**src/rtl/gates_pkg.sv**
```systemverilog
// Shared op encoding for the gate ALU pipeline.
package gates_pkg;

   localparam int unsigned OP_W = 3;

   typedef enum logic [OP_W-1:0] {
      OP_AND  = 3'd0,
      OP_OR   = 3'd1,
      OP_XOR  = 3'd2,
      OP_NOT  = 3'd3,
      OP_NAND = 3'd4,
      OP_NOR  = 3'd5,
      OP_XNOR = 3'd6,
      OP_PASS = 3'd7
   } op_e;

   // Op 7 becomes an accumulate-XOR when GATES_ACC_EN is defined.
   localparam logic [OP_W-1:0] OP_ACC_XOR = 3'd7;

endpackage

```
**src/rtl/gates_op_comb.sv**
```systemverilog
// Combinational gate operation: (a, b, op[, acc]) -> result_c.
// With GATES_ACC_EN defined, op 7 yields acc ^ a instead of passing a through.
module gates_op_comb
   import gates_pkg::*;
#(
   parameter int unsigned WIDTH = 8
) (
   input  logic [WIDTH-1:0] a,
   input  logic [WIDTH-1:0] b,
   input  logic [OP_W-1:0]  op,
`ifdef GATES_ACC_EN
   input  logic [WIDTH-1:0] acc,
`endif
   output logic [WIDTH-1:0] result_c
);

   // Select the bitwise function for the current op.
   always_comb begin
      result_c = '0;
      case (op)
         OP_AND:  result_c = a & b;
         OP_OR:   result_c = a | b;
         OP_XOR:  result_c = a ^ b;
         OP_NOT:  result_c = ~a;
         OP_NAND: result_c = ~(a & b);
         OP_NOR:  result_c = ~(a | b);
         OP_XNOR: result_c = ~(a ^ b);
`ifdef GATES_ACC_EN
         OP_ACC_XOR: result_c = acc ^ a;
`else
         OP_PASS: result_c = a;
`endif
         default: result_c = '0;
      endcase
   end

endmodule

```
**src/rtl/gates_alu_pipe.sv**
```systemverilog
// Registered gate ALU with valid/ready on both sides, result flags and a
// saturating accepted-op counter. Optional macro: GATES_ACC_EN turns op 7
// into ACC_XOR against an internal accumulator.
module gates_alu_pipe
   import gates_pkg::*;
#(
   parameter int unsigned WIDTH = 8,
   parameter int unsigned CNT_W = 16
) (
   input  logic             clk,
   input  logic             rst,
   input  logic             in_valid,
   output logic             in_ready,
   input  logic [WIDTH-1:0] a,
   input  logic [WIDTH-1:0] b,
   input  logic [2:0]       op,
   output logic             out_valid,
   input  logic             out_ready,
   output logic [WIDTH-1:0] y,
   output logic             zero,
   output logic             ones,
   output logic [CNT_W-1:0] op_count
);

   logic             accept_c;
   logic             drain_c;
   logic [WIDTH-1:0] result_c;

`ifdef GATES_ACC_EN
   logic [WIDTH-1:0] acc;
`endif

   // Output slot is free when empty or being drained this cycle.
   assign in_ready = !out_valid || out_ready;
   assign accept_c = in_valid && in_ready;
   assign drain_c  = out_valid && out_ready;

   gates_op_comb #(
      .WIDTH (WIDTH)
   ) u_op (
      .a        (a),
      .b        (b),
      .op       (op),
`ifdef GATES_ACC_EN
      .acc      (acc),
`endif
      .result_c (result_c)
   );

   // Output register: load on accept, clear valid on drain-only, else hold.
   always_ff @(posedge clk) begin
      if (rst) begin
         out_valid <= 1'b0;
         y         <= '0;
         zero      <= 1'b0;
         ones      <= 1'b0;
      end else if (accept_c) begin
         out_valid <= 1'b1;
         y         <= result_c;
         zero      <= (result_c == '0);
         ones      <= (result_c == '1);
      end else if (drain_c) begin
         out_valid <= 1'b0;
      end
   end

   // Accepted-op counter, sticks at all ones.
   always_ff @(posedge clk) begin
      if (rst) begin
         op_count <= '0;
      end else if (accept_c && (op_count != '1)) begin
         op_count <= op_count + CNT_W'(1);
      end
   end

`ifdef GATES_ACC_EN
   // Accumulator only moves on an accepted ACC_XOR.
   always_ff @(posedge clk) begin
      if (rst) begin
         acc <= '0;
      end else if (accept_c && (op == OP_ACC_XOR)) begin
         acc <= acc ^ a;
      end
   end
`endif

endmodule

```
**config.mk**
```make
export PLATFORM = sky130hd
export DESIGN_NAME = gates_alu_pipe
export DESIGN_NICKNAME = d
export VERILOG_FILES = /design/src/rtl/gates_pkg.sv /design/src/rtl/gates_op_comb.sv /design/src/rtl/gates_alu_pipe.sv
export SDC_FILE = /design/constraint.sdc
export NUM_CORES = 1
export LEC_CHECK = 0
export ABC_AREA = 1
export BUFFER_PORTS_ARGS = -buffer_cell sky130_fd_sc_hd__buf_2
export CAP_MARGIN = 40
export CELL_PAD_IN_SITES_DETAIL_PLACEMENT = 0
export CELL_PAD_IN_SITES_GLOBAL_PLACEMENT = 2
export CORE_ASPECT_RATIO = 1.5
export CORE_MARGIN = 1
export CORE_UTILIZATION = 25
export CTS_CLUSTER_SIZE = 24
export DETAILED_ROUTE_END_ITERATION = 16
export PLACE_DENSITY = 0.75
export SLEW_MARGIN = 20
export SYNTH_ARGS = -nofsm -noshare
export SYNTH_HDL_FRONTEND = slang
export SYNTH_HIERARCHICAL = 1
export SYNTH_SLANG_ARGS = --single-unit
```
**constraint.sdc**
```tcl
create_clock -name clk -period 1.5 [get_ports clk]
set_input_delay 0.225 -clock clk [delete_from_list [all_inputs] [get_ports clk]]
set_output_delay 0.225 -clock clk [all_outputs]
set_load 0.03 [all_outputs]
```
==> impl_metrics.py, run 1 <==
metrics = {
    "drt": {
        "avgViaCountPerCell": 4.602,
        "route.detailed.drc": 0,
        "detail_route.first_pass.iterations": 4,
        "antenna_left": 0,
        "drtIter0Drc": 83,
        "vias": 2637,
        "routedWlPerCell_um": 12.01,
        "totalWireLength_um": 6880,
    },
    "cells_and_area": {
        "utilization": 0.3656,
        "antenna_cells": 0,
        "area_growth_pct": 40.73,
        "final_common_cell": "nand2_1",
        "final_cell_mix": "nand2_1 (80), nor2_1 (57), buf_4 (52), buf_2 (45), inv_1 (43)",
        "nNetsFinal": 504,
        "drive_above_1_share": 0.3024,
        "stdcell_area_um2": 3247,
    },
    "critical_path": {
        "r2r-end": "op_count[13]$_SDFFE_PP0P_",
        "cp.required_ns": 1.70,
        "r2r_setup_slack_ns": 0.16,
        "cp_top_family": "simple AND/OR/NAND/NOR gates",
        "arrival_ns": 1.57,
        "path_class": "primary input to flop",
        "crit_path_end_kind": "flop",
        "r2r_cells": 7,
        "cp_cell_sequence": "clkbuf_4 > nor2_1 > buf_4 > nand3b_1 > nand2_1 > nor2_1 > nand3_1 > buf_4 > nor4_4 > nand3_1 > a21oi_1",
        "cp_slowest_cell": "nor4_4",
        "timing.critical_path.buf_inv": 3,
        "crit_fanout": 6,
        "r2r_start": "op_count[0]$_SDFFE_PP0P_",
        "critPathLaunchType": "primary input",
        "cp_slowest_stage_delay_ns": 0.25,
    },
    "power": {
        "p_comb_frac": 0.311,
        "p_sw_mw": 0.6343,
        "intPower_mw": 1.380,
        "swShare": 0.3149,
        "irDropWorstVdd_uv": 551.6,
        "seqPwrFrac": 0.377,
        "power_density_nw_per_um2": 620.5,
        "p_leak_nw": 1.681,
        "clkPwrFrac": 0.312,
    },
    "placed_design": {
        "hpwlAfterDp_um": 5532,
        "dpl-instance-area_um2": 3043,
        "gp_congestion": 0.8157,
        "numPortBuffers": 50,
    },
    "synthesis": {
        "synth_edf_count": 0,
        "synth.top_cell.area_share": 0.2343,
        "synth_warnings": 6,
        "synth-simple-area-share": 0.4723,
        "netlist_area_um2": 2307,
        "synth_compound_area_frac": 0.07321,
        "synth_flop_cell": "dfxtp_1",
        "synth-xor-area-share": 0,
        "muxShareOfSynthArea": 0,
        "synthCells": 365,
        "ys_types": 27,
        "synthTopCellsByArea": "dfxtp_1 (23%), nand2_1 (13%), nor2_1 (9.8%)",
        "yosysSeqAreaShare": 0.2343,
        "synth_fp_nets": 405,
        "synth_top_family_by_area": "simple AND/OR/NAND/NOR gates",
        "synth_seq_cells": 27,
        "ys_async_sr_fraction": 0,
        "synthAdderAreaFrac": 0.09219,
        "syn_area_per_cell_um2": 6.321,
        "synth_area_leader_cell": "dfxtp_1",
    },
    "floorplanning": {
        "ios": 51,
        "rows": 42,
        "die_height_um": 119.7,
        "die_w_um": 80.44,
        "die-area_um2": 9625,
        "start_util": 0.2598,
        "core_um2": 8881,
    },
    "timing": {
        "slew_violations": 0,
        "fmax_mhz": 730.0,
        "fin_crit_sh": 0.9132,
        "skew_ns": 0.002783,
        "fin_crit_ns": 1.370,
        "slew_headroom": 0.8322,
        "hold_violations": 0,
        "whs_ns": 0.2218,
        "setup_viol": 0,
        "worst_pin_slew_ns": 0.2512,
    },
    "grt": {
        "antenna_found_initial": 0,
        "grt_pass1_wl_um": 11290,
        "first_global_vias": 2446,
        "track_usage": 0.1489,
        "gr-total-overflow": 0,
        "grt_max_degree": 23,
    },
    "clocking": {
        "insertion_delay_ns": 0.27,
        "ctsLongestPathBuffers": 2,
        "path_clk_slew_ns": 0.07,
        "cts_tree": "yes",
        "clockRootBuffer": "clkbuf_16",
        "clock_sinks": 27,
        "h-tree-depth": 1,
        "cts_buffers": 3,
    },
    "worst_hold_path": {
        "hp-class": "primary input to flop",
        "hp-start": "rst",
        "min_path_cells": 2,
        "hold_end": "ones$_SDFFE_PP0P_",
    },
    "status": {
        "outcome": "finished, final reports clean",
    },
    "flow_run": {
        "cap_viol_max_count": 0,
    },
}
==> registers in the layout, indices dropped and copies added, names as in the netlist <==
register,flops
op_count,16
y,8
ones,1
out_valid,1
zero,1
==> per-layer routing <==
metal	GRT usage	wire (um)
met2	0.2850	3667
met5	0	0
met1	0.1669	2837
met4	0.04353	114
met3	0.01521	262
==> worst max-delay path by stage <==
stage / slack, ns / endpoint / from / cells after the start
3_5_place_dp: -0.24 / zero$_SDFFE_PP0P_ / a[7] / 11
6_report: 0.13 / zero$_SDFFE_PP0P_ / op[1] / 11
2_1_floorplan: 0.004 / op_count[7]$_SDFFE_PP0P_ / op_count[0]$_SDFFE_PP0P_ / 7
5_1_grt: -0.02 / ones$_SDFFE_PP0P_ / op[0] / 12
4_1_cts: 0.05 / zero$_SDFFE_PP0P_ / a[7] / 11
3_3_place_gp: -0.20 / zero$_SDFFE_PP0P_ / a[7] / 11
==> cell type report <==
class	count	area [um^2]
multi-input combinational	277	1536
tap	110	137.6
sequential	27	544.3
inverter	47	176.4
clock inverter	1	5.005
clock buffer	3	75.07
timing repair buffer	108	772.0
fill	991	5634
==> cell usage after synthesis, drive strengths merged, types with 3 or more instances <==
| master | instances |
|---|---|
| a21oi | 24 |
| buf | 13 |
| dfxtp | 27 |
| ha | 17 |
| inv | 47 |
| nand2 | 81 |
| nand3 | 41 |
| nand3b | 9 |
| nand4 | 26 |
| nor2 | 66 |
| nor3 | 3 |
| o21ai | 6 |
==> power groups by stage <==
stage               sequential, mW  combinational (mW)  clock, mW
detailed placement           0.776               0.580          0
global route                 0.762               0.700      0.685
finish                       0.759               0.627      0.629
global placement             0.775               0.578          0
floorplan                    0.828               0.272          0
CTS                          0.759               0.582      0.652
==> cells by family after synthesis <==
group	count (synthesis)
AND/OR/NAND/NOR	228
adder cells (fa/ha/maj)	17
AO/OA/AOI/OAI	32
buffers and inverters	61
flip-flops	27
==> stage by stage <==
| stage | setup TNS (ns) | power (mW) | worst slack (ns) | std cells |
|---|---|---|---|---|
| 6_report | 0 | 2.015 | 0.1301 | 573 |
| 5_1_grt | -0.01540 | 2.147 | -0.01540 | 573 |
| 4_1_cts | 0 | 1.993 | 0.04637 | 570 |
| 3_5_place_dp | -0.5631 | 1.356 | -0.2421 | 566 |
| 3_3_place_gp | -0.5195 | 1.353 | -0.2039 | 566 |
| 2_1_floorplan | 0 | 1.101 | 0.004019 | 365 |
==> what timing repair did <==
action / 4_1_cts / 5_1_grt
hold buffers: 0 / 0
gates resized for setup: 0 / 20
buffers inserted: 0 / 3
endpoints found under the setup margin: 0 / 2
Power figures use the tool's default switching activity.
==> run 2: changes to the inputs <==
- ABC_AREA: 1 -> 0
- PLACE_DENSITY: 0.75 -> 0.71
==> impl_metrics.py, run 2 <==
metrics = {
    "status": {
        "outcome": "finished with violations",
        "violations": "setup timing",
    },
    "placed_design": {
        "numPortBuffers": 50,
        "dpl-instance-area_um2": 2985,
        "gp_congestion": 0.8105,
        "hpwlAfterDp_um": 4867,
    },
    "timing": {
        "fin_crit_sh": 1.107,
        "setup_tns_ns": -1.138,
        "worst_pin_slew_ns": 0.3805,
        "setup_viol": 16,
        "fmax_mhz": 602.5,
        "fin_crit_ns": 1.660,
        "worst_slack_ns": -0.1598,
        "slew_headroom": 0.7463,
        "hold_violations": 0,
        "rsz0062_at_grt": "yes",
        "slew_violations": 0,
        "skew_ns": 0.007129,
    },
    "synthesis": {
        "synth_seq_cells": 27,
        "synth.top_cell.area_share": 0.2582,
        "ys_async_sr_fraction": 0,
        "synthTopCellsByArea": "dfxtp_1 (26%), ha_1 (10%), a21oi_1 (6.5%)",
        "synth_edf_count": 0,
        "synthCells": 259,
        "synth_area_leader_cell": "dfxtp_1",
        "ys_types": 47,
        "yosysSeqAreaShare": 0.2582,
        "syn_area_per_cell_um2": 8.082,
        "synth_fp_nets": 299,
        "synth_flop_cell": "dfxtp_1",
        "synth_commonest_cells": "a21oi_1 (27), dfxtp_1 (27), inv_1 (27), nand2_1 (26), ha_1 (17)",
        "synth_warnings": 6,
        "netlist_area_um2": 2093,
    },
    "power": {
        "p_sw_mw": 0.6087,
        "swShare": 0.3033,
        "p_leak_nw": 1.488,
        "power_density_nw_per_um2": 576.0,
        "seqPwrFrac": 0.369,
        "clkPwrFrac": 0.308,
        "irDropWorstVdd_uv": 378.3,
        "intPower_mw": 1.398,
        "p_comb_frac": 0.324,
    },
    "grt": {
        "antenna_found_initial": 0,
        "grt_pass1_wl_um": 9887,
        "first_global_vias": 2228,
        "track_usage": 0.1388,
        "grt_max_degree": 17,
        "gr-total-overflow": 0,
    },
    "cells_and_area": {
        "final_common_cell": "buf_4",
        "drive_above_1_share": 0.5745,
        "stdcell_area_um2": 3485,
        "area_growth_pct": 66.47,
        "top_regs": "op_count x16, y x8",
        "final_cell_mix": "buf_4 (61), buf_2 (43), nand2_1 (26), inv_1 (19), a21oi_1 (19)",
        "largest_reg_flops": 16,
        "antenna_cells": 0,
        "largest-register": "op_count",
        "fill_cells": 855,
        "nNetsFinal": 410,
    },
    "floorplanning": {
        "core_um2": 8058,
        "start_util": 0.2598,
        "die_height_um": 114.1,
        "ios": 51,
        "die_w_um": 76.71,
        "rows": 40,
        "die-area_um2": 8750,
    },
    "drt": {
        "routedWlPerCell_um": 13.24,
        "route.detailed.drc": 0,
        "drtIter0Drc": 31,
        "vias": 2275,
        "avgViaCountPerCell": 4.800,
        "totalWireLength_um": 6277,
        "detail_route.first_pass.iterations": 4,
        "antenna_left": 0,
    },
    "clocking": {
        "clock_sinks": 27,
        "ctsLongestPathBuffers": 2,
        "cts_tree": "yes",
        "h-tree-depth": 1,
        "cts_buffers": 3,
        "insertion_delay_ns": 0.26,
        "clockRootBuffer": "clkbuf_16",
        "path_clk_slew_ns": 0.07,
    },
    "critical_path": {
        "path_class": "primary input to flop",
        "r2r_setup_slack_ns": -0.13,
        "startpoint": "b[2]",
        "critPathLaunchType": "primary input",
        "r2r_cells": 6,
        "crit_end": "ones$_SDFFE_PP0P_",
        "r2r_start": "op_count[1]$_SDFFE_PP0P_",
        "arrival_ns": 1.86,
        "crit_fanout": 3,
        "cp.required_ns": 1.70,
        "crit_path_end_kind": "flop",
        "r2r-end": "op_count[2]$_SDFFE_PP0P_",
    },
    "worst_hold_path": {
        "hp-class": "primary input to flop",
    },
    "flow_run": {
        "cap_viol_max_count": 0,
    },
}
[run 2: changes by cell type in the layout (fill, tap and decap cells not counted), moves of 7 or more]
cell / before / now
nand2_1: 80 / 26
nor2_1: 57 / 4
nand3_1: 37 / 8
inv_1: 43 / 19
nand4_1: 25 / 5
dfxtp_1: 24 / 10
buf_6: 3 / 15
dfxtp_4: 0 / 11
buf_4: 52 / 61
nand3b_1: 9 / 0
nor2b_1: 0 / 8
a21oi_2: 1 / 8
o31ai_1: 0 / 7
[run 2: cell type report]
cell class | instances | area [um^2] | area share
Clock inverter | 1 | 5.005 | 0.001436
Clock buffer | 3 | 75.07 | 0.02154
Sequential cell | 27 | 589.3 | 0.1691
Multi-Input combinational cell | 190 | 1684 | 0.4833
Tap cell | 105 | 131.4 | 0.03770
Timing Repair Buffer | 120 | 862.1 | 0.2474
Inverter | 28 | 137.6 | 0.03950
[run 2: worst min path at each step]
stage,from,endpoint,depth (start not counted)
5_1_grt,in_valid,out_valid$_SDFFE_PP0P_,3
3_5_place_dp,ones$_SDFFE_PP0P_,ones$_SDFFE_PP0P_,2
4_1_cts,in_valid,out_valid$_SDFFE_PP0P_,3
6_report,in_valid,out_valid$_SDFFE_PP0P_,3
2_1_floorplan,in_valid,out_valid$_SDFFE_PP0P_,2
3_3_place_gp,zero$_SDFFE_PP0P_,zero$_SDFFE_PP0P_,2
[run 2: metrics by stage]
stage	hold WS [ns]	util	setup slack, ns	instances	power [mW]
after floorplan	0.3469	-	-0.2306	259	1.069
after global placement	0.4438	0.3705	-0.5353	459	1.283
after detailed placement	0.4460	0.3705	-0.5579	459	1.289
after CTS	0.2570	0.3949	-0.1874	469	1.940
after global routing	0.2593	0.4325	-0.2272	474	2.113
final	0.2573	0.4325	-0.1598	474	2.007
[run 2: power groups by stage]
| stage | sequential [mW] | clock, mW | combinational (mW) |
|---|---|---|---|
| detailed placement | 0.758 | 0 | 0.532 |
| global route | 0.743 | 0.659 | 0.711 |
| finish | 0.740 | 0.617 | 0.650 |
| CTS | 0.740 | 0.636 | 0.563 |
| global placement | 0.757 | 0 | 0.526 |
| floorplan | 0.804 | 0 | 0.264 |
[run 2: cell families after synthesis]
kind of cell / Yosys count / share of synthesized area
compound gates: 60 / 0.1829
flops: 27 / 0.2582
mux: 5 / 0.04244
buf+inv: 42 / 0.09743
xor+xnor: 3 / 0.01255
simple gates: 105 / 0.3048
fa+ha+maj: 17 / 0.1016
[run 2: per-layer routing]
layer  part of all wire  GRT usage  up-vias  wire, um
li1                   -          -     1154         -
met1               0.38     0.1346     1077      2380
met2               0.58     0.2946       38      3662
met3              0.022    0.01434        6       136
met4              0.015    0.04487        0        97
met5                  0          0        -         0
[run 2: worst max-delay path: stages]
cell and delay [ns]:
buf_6 0.10, inv_4 0.05, ha_4 0.19, mux4_2 0.49, xor2_2 0.23, nand4_1 0.12
or3_1 0.35, a21oi_1 0.12
[run 2: timing repair]
item / CTS / global route
pin swaps: 16 / 20
setup buffers: 6 / 5
hold buffers: 0 / 0
gates resized for setup: 19 / 58
setup endpoints to repair: 17 / 23
==> run 3: changes to the inputs <==
- SKIP_CTS_REPAIR_TIMING: not set -> 1
==> impl_metrics.py, run 3 (synthesis gave the netlist of run 2 again) <==
metrics = {
    "power": {
        "irDropWorstVdd_uv": 378.3,
        "p_leak_nw": 1.446,
        "swShare": 0.3011,
        "seqPwrFrac": 0.378,
        "finalPower_mw": 1.957,
        "intPower_mw": 1.368,
        "power_density_nw_per_um2": 579.7,
        "p_sw_mw": 0.5893,
        "p_comb_frac": 0.309,
        "clkPwrFrac": 0.313,
    },
    "timing": {
        "skew_ns": 0.007728,
        "fin_crit_sh": 1.124,
        "slew_headroom": 0.7444,
        "setup_viol": 16,
        "slew_violations": 0,
        "setup_tns_ns": -1.218,
        "rsz0062_at_grt": "yes",
        "worst_slack_ns": -0.1859,
        "worst_pin_slew_ns": 0.3834,
        "hold_violations": 0,
        "fin_crit_ns": 1.686,
        "fmax_mhz": 593.2,
    },
    "cells_and_area": {
        "final_cell_mix": "buf_4 (66), buf_2 (44), nand2_1 (25), inv_1 (20), a21oi_1 (19)",
        "antenna_cells": 0,
        "largest_reg_flops": 16,
        "largest-register": "op_count",
        "area_growth_pct": 61.27,
        "stdcell_area_um2": 3376,
        "top_regs": "op_count x16, y x8",
        "utilization": 0.4189,
        "drive_above_1_share": 0.5479,
        "final_common_cell": "buf_4",
        "nNetsFinal": 406,
        "fill_cells": 858,
    },
    "floorplanning": {
        "ios": 51,
        "die_height_um": 114.1,
        "start_util": 0.2598,
        "rows": 40,
        "core_um2": 8058,
        "die-area_um2": 8750,
        "die_w_um": 76.71,
    },
    "grt": {
        "track_usage": 0.1350,
        "first_global_vias": 2160,
        "grt_max_degree": 17,
        "gr-total-overflow": 0,
        "antenna_found_initial": 0,
        "grt_pass1_wl_um": 9597,
    },
    "flow_run": {
        "cap_viol_max_count": 0,
    },
    "clocking": {
        "path_clk_slew_ns": 0.07,
        "clock_sinks": 27,
        "insertion_delay_ns": 0.26,
        "cts_tree": "yes",
        "h-tree-depth": 1,
        "cts_buffers": 3,
        "ctsLongestPathBuffers": 2,
        "clockRootBuffer": "clkbuf_16",
    },
    "status": {
        "outcome": "finished with violations",
        "violations": "setup timing",
    },
    "worst_hold_path": {
        "hp-class": "primary input to flop",
    },
    "placed_design": {
        "dp_slack_ns": -0.5579,
        "numPortBuffers": 50,
        "hpwlAfterDp_um": 4867,
        "dpl-instance-area_um2": 2985,
        "gp_congestion": 0.8105,
    },
    "drt": {
        "drtIter0Drc": 48,
        "antenna_left": 0,
        "avgViaCountPerCell": 4.785,
        "vias": 2249,
        "totalWireLength_um": 6187,
        "detail_route.first_pass.iterations": 4,
        "routedWlPerCell_um": 13.16,
        "route.detailed.drc": 0,
    },
    "critical_path": {
        "cp_cell_sequence": "buf_8 > inv_4 > ha_4 > mux4_2 > xor2_4 > nand4_1 > or3_1 > a21oi_1",
        "crit_fanout": 3,
        "path_class": "primary input to flop",
        "crit_path_end_kind": "flop",
        "cp_slowest_cell": "mux4_2",
        "cp_top_family": "multiplexers",
        "r2r_setup_slack_ns": -0.13,
        "timing.critical_path.buf_inv": 2,
        "cp_slowest_stage_delay_ns": 0.54,
        "arrival_ns": 1.89,
        "critPathLaunchType": "primary input",
        "cp.required_ns": 1.70,
    },
}
[run 3: power by group through the flow]
stage	logic [mW]	clock network [mW]	registers (mW)
CTS	0.532	0.636	0.741
global placement	0.526	0	0.757
floorplan	0.264	0	0.804
finish	0.604	0.613	0.739
global route	0.666	0.659	0.743
detailed placement	0.532	0	0.758
[run 3: stage by stage]
| step | cells | hold slack, ns |
|---|---|---|
| after detailed placement | 459 | 0.4460 |
| after global placement | 459 | 0.4438 |
| after CTS | 463 | 0.2454 |
| after global routing | 470 | 0.2593 |
| final | 470 | 0.2557 |
| after floorplan | 259 | 0.3469 |
[run 3: routing by layer]
metal | part of all wire | vias up | global-route usage
met4 | 0.018 | 0 | 0.04744
met5 | 0 | - | 0
met3 | 0.023 | 8 | 0.01514
li1 | - | 1147 | -
met2 | 0.57 | 40 | 0.2815
met1 | 0.38 | 1054 | 0.1326
[run 3: tightest hold or removal path, stage by stage]
cell     delay, ns
buf_2         0.14
inv_1         0.06
a21oi_1       0.05
[run 3: path summary, 6_finish.rpt]
check,start,cells past startpoint,to
worst max-delay path,b[6],8,ones$_SDFFE_PP0P_
worst min-delay path,in_valid,3,out_valid$_SDFFE_PP0P_
worst max register to register,op_count[1]$_SDFFE_PP0P_,6,op_count[2]$_SDFFE_PP0P_
worst min register to register,ones$_SDFFE_PP0P_,2,ones$_SDFFE_PP0P_
[run 3: area by class of cell]
cell class	instances	area, um^2	share of cell area
clock buffers	3	75.07	0.02224
clock inverters	1	5.005	0.001483
inverters	28	137.6	0.04077
multi-input cells	190	1647	0.4878
flip-flops and latches	27	589.3	0.1746
well taps	105	131.4	0.03892
repair buffers	116	790.8	0.2342
